[src/rtl/keypad_scanner.sv]
// 4x4 matrix keypad scanner: row scan, column debounce, one-shot key decode.
// Optional macro KEYPAD_SYNC_EN adds a 2-flop synchronizer on col_n.
module keypad_scanner #(
  parameter int SCAN_DIV   = 1000,
  parameter int DEB_CYCLES = 20000
) (
  input  logic       clk,
  input  logic       rst,
  input  logic [3:0] col_n,
  output logic [3:0] row_n,
  output logic       is_num,
  output logic       is_op,
  output logic       is_eq,
  output logic       is_clr,
  output logic [3:0] num_val,
  output logic [1:0] op_val
);

  localparam int DIV_W = (SCAN_DIV > 2) ? $clog2(SCAN_DIV) : 1;
  localparam int DEB_W = $clog2(DEB_CYCLES + 1);
  localparam logic [DIV_W-1:0] DIV_LAST = DIV_W'(SCAN_DIV - 1);
  localparam logic [DEB_W-1:0] DEB_MAX  = DEB_W'(DEB_CYCLES);

  typedef enum logic [1:0] {SCAN, DEBOUNCE, PRESS, RELEASE} state_t;

  state_t           state_q, state_d;
  logic [1:0]       row_q, row_d;
  logic [1:0]       col_q, col_d;
  logic [DIV_W-1:0] div_q, div_d;
  logic [DEB_W-1:0] deb_q, deb_d;
  logic             is_num_q, is_num_d;
  logic             is_op_q, is_op_d;
  logic             is_eq_q, is_eq_d;
  logic             is_clr_q, is_clr_d;
  logic [3:0]       num_val_q, num_val_d;
  logic [1:0]       op_val_q, op_val_d;
  logic [3:0]       col_s;
  logic             hit;
  logic [1:0]       hit_col;

`ifdef KEYPAD_SYNC_EN
  logic [3:0] sync1_q, sync2_q;
  always_ff @(posedge clk or posedge rst) begin
    if (rst) begin
      sync1_q <= 4'hF;
      sync2_q <= 4'hF;
    end else begin
      sync1_q <= col_n;
      sync2_q <= sync1_q;
    end
  end
  assign col_s = sync2_q;
`else
  assign col_s = col_n;
`endif

  // Lowest-index low column wins when several keys share the driven row.
  always_comb begin
    hit     = ~&col_s;
    hit_col = 2'd3;
    if (!col_s[0])      hit_col = 2'd0;
    else if (!col_s[1]) hit_col = 2'd1;
    else if (!col_s[2]) hit_col = 2'd2;
  end

  always_comb begin
    state_d   = state_q;
    row_d     = row_q;
    col_d     = col_q;
    div_d     = div_q;
    deb_d     = deb_q;
    is_num_d  = 1'b0;
    is_op_d   = 1'b0;
    is_eq_d   = 1'b0;
    is_clr_d  = 1'b0;
    num_val_d = num_val_q;
    op_val_d  = op_val_q;
    case (state_q)
      SCAN: begin
        if (div_q == DIV_LAST) begin
          div_d = '0;
          if (hit) begin
            state_d = DEBOUNCE;
            col_d   = hit_col;
            deb_d   = '0;
          end else begin
            row_d = row_q + 2'd1;
          end
        end else begin
          div_d = div_q + 1'b1;
        end
      end
      DEBOUNCE: begin
        if (col_s[col_q]) begin
          state_d = SCAN;
          deb_d   = '0;
          row_d   = row_q + 2'd1;
        end else if (deb_q == DEB_MAX) begin
          // Pulses are registered on PRESS entry so they are high during PRESS.
          state_d = PRESS;
          deb_d   = '0;
          if (col_q == 2'd3) begin
            is_op_d  = 1'b1;
            op_val_d = row_q;
          end else if (row_q == 2'd3) begin
            case (col_q)
              2'd0:    is_clr_d = 1'b1;
              2'd1: begin
                is_num_d  = 1'b1;
                num_val_d = 4'd0;
              end
              default: is_eq_d = 1'b1;
            endcase
          end else begin
            is_num_d  = 1'b1;
            num_val_d = 4'(row_q) * 4'd3 + 4'(col_q) + 4'd1;
          end
        end else begin
          deb_d = deb_q + 1'b1;
        end
      end
      PRESS: begin
        state_d = RELEASE;
        deb_d   = '0;
      end
      RELEASE: begin
        if (col_s != 4'hF) begin
          deb_d = '0;
        end else if (deb_q == DEB_MAX) begin
          state_d = SCAN;
          deb_d   = '0;
          row_d   = row_q + 2'd1;
        end else begin
          deb_d = deb_q + 1'b1;
        end
      end
      default: state_d = SCAN;
    endcase
  end

  always_ff @(posedge clk or posedge rst) begin
    if (rst) begin
      state_q   <= SCAN;
      row_q     <= 2'd0;
      col_q     <= 2'd0;
      div_q     <= '0;
      deb_q     <= '0;
      is_num_q  <= 1'b0;
      is_op_q   <= 1'b0;
      is_eq_q   <= 1'b0;
      is_clr_q  <= 1'b0;
      num_val_q <= 4'd0;
      op_val_q  <= 2'd0;
    end else begin
      state_q   <= state_d;
      row_q     <= row_d;
      col_q     <= col_d;
      div_q     <= div_d;
      deb_q     <= deb_d;
      is_num_q  <= is_num_d;
      is_op_q   <= is_op_d;
      is_eq_q   <= is_eq_d;
      is_clr_q  <= is_clr_d;
      num_val_q <= num_val_d;
      op_val_q  <= op_val_d;
    end
  end

  assign row_n   = ~(4'b0001 << row_q);
  assign is_num  = is_num_q;
  assign is_op   = is_op_q;
  assign is_eq   = is_eq_q;
  assign is_clr  = is_clr_q;
  assign num_val = num_val_q;
  assign op_val  = op_val_q;

endmodule
[config.mk]
export PLATFORM = sky130hd
export DESIGN_NAME = keypad_scanner
export DESIGN_NICKNAME = d
export VERILOG_FILES = /design/src/rtl/keypad_scanner.sv
export SDC_FILE = /design/constraint.sdc
export NUM_CORES = 1
export LEC_CHECK = 0
export BUFFER_PORTS_ARGS = -buffer_cell sky130_fd_sc_hd__buf_2
export CAP_MARGIN = 15
export CORE_ASPECT_RATIO = 2
export CORE_MARGIN = 5
export CORE_UTILIZATION = 50
export CTS_CLUSTER_SIZE = 28
export DETAILED_ROUTE_END_ITERATION = 10
export HOLD_SLACK_MARGIN = 0.1
export PLACE_DENSITY = 0.65
export SLEW_MARGIN = 15
export SYNTH_ARGS = -nofsm -noshare
export SYNTH_HDL_FRONTEND = slang
export SYNTH_SLANG_ARGS = --single-unit
[constraint.sdc]
create_clock -name clk -period 2.69 [get_ports clk]
set_input_delay 0.538 -clock clk [delete_from_list [all_inputs] [get_ports clk]]
set_output_delay 0.538 -clock clk [all_outputs]
set_load 0.02 [all_outputs]
==> out/qor.csv <==
metric,value,unit
outcome,finished clean,
grt_overflow_total,0,
finalCritPeriodShare,0.801,
drtAntennaViolNets,0,
cts_root_buf,clkbuf_8,
drive_gt1_frac,0.149,
synth_compound_area_frac,0.151,
nNetsFinal,293,
start_util,0.520,
ys_ff_latch,41,
core,4640,um2
dieArea,6400,um2
drc,0,
clkPwrFrac,0.217,
p_int,1.12,mW
antenna_cells,0,
synthDistinctLibCells,47,
syn_avg_cell_area,9.46,um2
wirelength,4990,um
synthAdderAreaFrac,0.0684,
tritoncts,yes,
nFillCells,451,
antenna_found_initial,0,
async_reset_ff_frac,1.00,
finalSetupTns,0,ps
dpl_worst_slack,505,ps
syn2layout_area_growth,7.72,%
worstMarginPinSlew,515,ps
seq_area,1030,um2
seq_power_share,0.469,
max-cap-violations,0,
clkLatencyLatePin,290,ps
drtIter0Drc,72,
synthMuxAreaShare,0.0327,
synth_top_family_by_area,simple AND/OR/NAND/NOR gates,
rsz0062_at_grt,no,
power_switching,0.675,mW
die_x,59.1,um
hp-class,in -> async,
place_area,2520,um2
synth-main-ff-cell,dfrtp_1,
yosys.area_share.simple,0.236,
arrival,2380,ps
path_max_fanout,12,
synth_edf_count,0,
slew_headroom,0.651,
dr.pass1.iters,4,
fmax,464,MHz
setup_ws,536,ps
crit_type,reg -> reg,
num_rows,35,
finalInstanceArea,2600,um2
grt_pass1_wl,8850,um
gp_congestion,0.823,
clock_path_buffers,2,
hpwl,3720,um
num_vias,1890,
cts_buffers,5,
ys_warn_count,0,
port_buffers,19,
finalMaxSlewViolations,0,
grt_pass1_vias,1930,
ctsHoldBuffers,0,
clk_pin_slew,80,ps
critical_path_required,2920,ps
hold_violations,0,
finalSetupViolations,0,
h-tree-depth,2,
grt_max_degree,42,
cp-end-kind,flop,
combPwrFrac,0.314,
yosysSeqAreaShare,0.425,
vias_per_cell,5.71,
fin_worst_skew,8.59,ps
pwr_density_cell,689,nW/um2
ir_drop,0.000393,V
total_power,1.79,mW
track_usage,0.176,
synth_area,2410,um2
syn_nets,273,
reg2reg_setup_slack,540,ps
start_kind,flop,
io_pins,20,
postCtsSetupRepairBufs,0,
wl_per_cell,15.1,um
swShare,0.377,
cts_sinks,41,
leakage,1.23,nW
ctsResizeCount,0,
synthCells,255,
synthXorXnorAreaFrac,0.0254,
die_h,108,um
period_needed,2150,ps
multi_input_area,1240,um2
synthesized netlist by cell type, types with 2 or more instances:
cell type	n	area (um2)
a21o_1	3	22.5
nor2_1	12	45.0
o21ai_1	3	15.0
dfrtp_1	41	1030
xor2_1	4	35.0
nand3_1	16	80.1
o31ai_1	3	22.5
nand4_2	2	25.0
a2111o_1	4	45.0
inv_1	19	71.3
o21ai_0	18	90.1
o21ai_2	2	17.5
nor3b_1	2	15.0
buf_6	3	33.8
nand2_1	35	131
nand4_1	9	56.3
or3_1	6	37.5
mux2_1	5	56.3
xnor2_1	3	26.3
a21oi_1	13	65.1
a31oi_1	6	37.5
nor4_2	3	37.5
and3_1	6	37.5
fa_1	2	40.0
buf_4	2	15.0
nor3_1	2	10.0
and4_1	2	17.5
ha_1	10	125
registers in the layout, indices dropped and copies added (netlist names), named ones only:
signal	count
col_q	2
deb_q	15
div_q	10
is_clr	1
is_eq	1
is_num	1
is_op	1
num_val	4
op_val	2
row_q	2
state_q	1
routing by layer:
metal / wire (um) / up-vias / global-route usage
met2: 2710 / 19 / 0.316
li1: - / 955 / -
met5: 0 / - / 0
met4: 85 / 0 / 0.0551
met3: 111 / 9 / 0.0263
met1: 2080 / 907 / 0.209
power groups by stage:
stage | Combinational (mW) | Clock (mW) | Sequential, mW
3_3_place_gp | 0.551 | 0 | 0.849
5_1_grt | 0.650 | 0.435 | 0.860
6_report | 0.562 | 0.389 | 0.841
3_5_place_dp | 0.573 | 0 | 0.852
2_1_floorplan | 0.453 | 0 | 0.804
4_1_cts | 0.575 | 0.405 | 0.839
worst max-delay path, cell delays in order, from the launching register on:
cell	delay [ps]
dfrtp_1	540
fa_1	580
inv_1	60
fa_1	410
xor2_1	170
a2111o_1	280
nand2_1	60
metrics by stage:
stage	instances	hold slack [ps]	util
floorplan	255	444	-
finish	331	358	0.560
CTS	331	385	0.560
detailed placement	323	472	0.542
global placement	323	460	0.542
global route	331	419	0.560
area by class of cell:
class                           count  share of cell area
Inverter                           19              0.0274
Tap cell                           55              0.0265
Sequential cell                    41               0.395
Clock inverter                      2             0.00385
Multi-Input combinational cell    187               0.477
Clock buffer                        6              0.0279
Timing Repair Buffer               21              0.0423
final timing paths:
path	start	endpoint	cells past startpoint
min in group clk	op_val[0]$_DFFE_PP0P_	op_val[0]$_DFFE_PP0P_	1
max reg2reg	col_q[1]$_DFFE_PP0P_	num_val[2]$_DFFE_PP0P_	6
max in group asynchronous	rst	col_q[0]$_DFFE_PP0P_	3
min	rst	div_q[0]$_DFFE_PP0N_	3
min reg2reg	op_val[0]$_DFFE_PP0P_	op_val[0]$_DFFE_PP0P_	1
max	col_q[1]$_DFFE_PP0P_	num_val[2]$_DFFE_PP0P_	6
placed cells by master (no fill, tap or decap), drive strengths merged, types with 2 or more instances in the layout:
| cell | Yosys | final |
|---|---|---|
| mux2 | 5 | 5 |
| nor4 | 4 | 4 |
| a21o | 3 | 3 |
| dfrtp | 41 | 41 |
| nor3 | 2 | 2 |
| a31oi | 6 | 6 |
| and4bb | 2 | 2 |
| and4 | 2 | 2 |
| clkinv | 0 | 2 |
| ha | 10 | 10 |
| o31ai | 3 | 3 |
| xor2 | 4 | 4 |
| inv | 19 | 19 |
| buf | 6 | 21 |
| a21oi | 13 | 13 |
| nor2 | 14 | 14 |
| nand2b | 2 | 2 |
| fa | 2 | 2 |
| clkbuf | 2 | 6 |
| nand2 | 35 | 35 |
| o21ai | 23 | 23 |
| and3 | 6 | 6 |
| nand4 | 11 | 11 |
| nor3b | 2 | 2 |
| or3 | 6 | 6 |
| nand3 | 16 | 16 |
| a2111o | 4 | 4 |
| xnor2 | 3 | 3 |
cells by family (layout without fill, tap and decap cells):
| group | Yosys count | in the layout |
|---|---|---|
| xor+xnor | 7 | 7 |
| flops | 41 | 41 |
| simple gates | 104 | 104 |
| buf+inv | 27 | 48 |
| compound gates | 58 | 58 |
| mux | 6 | 6 |
| fa+ha+maj | 12 | 12 |
No activity file was read; power rests on OpenSTA's default activity.
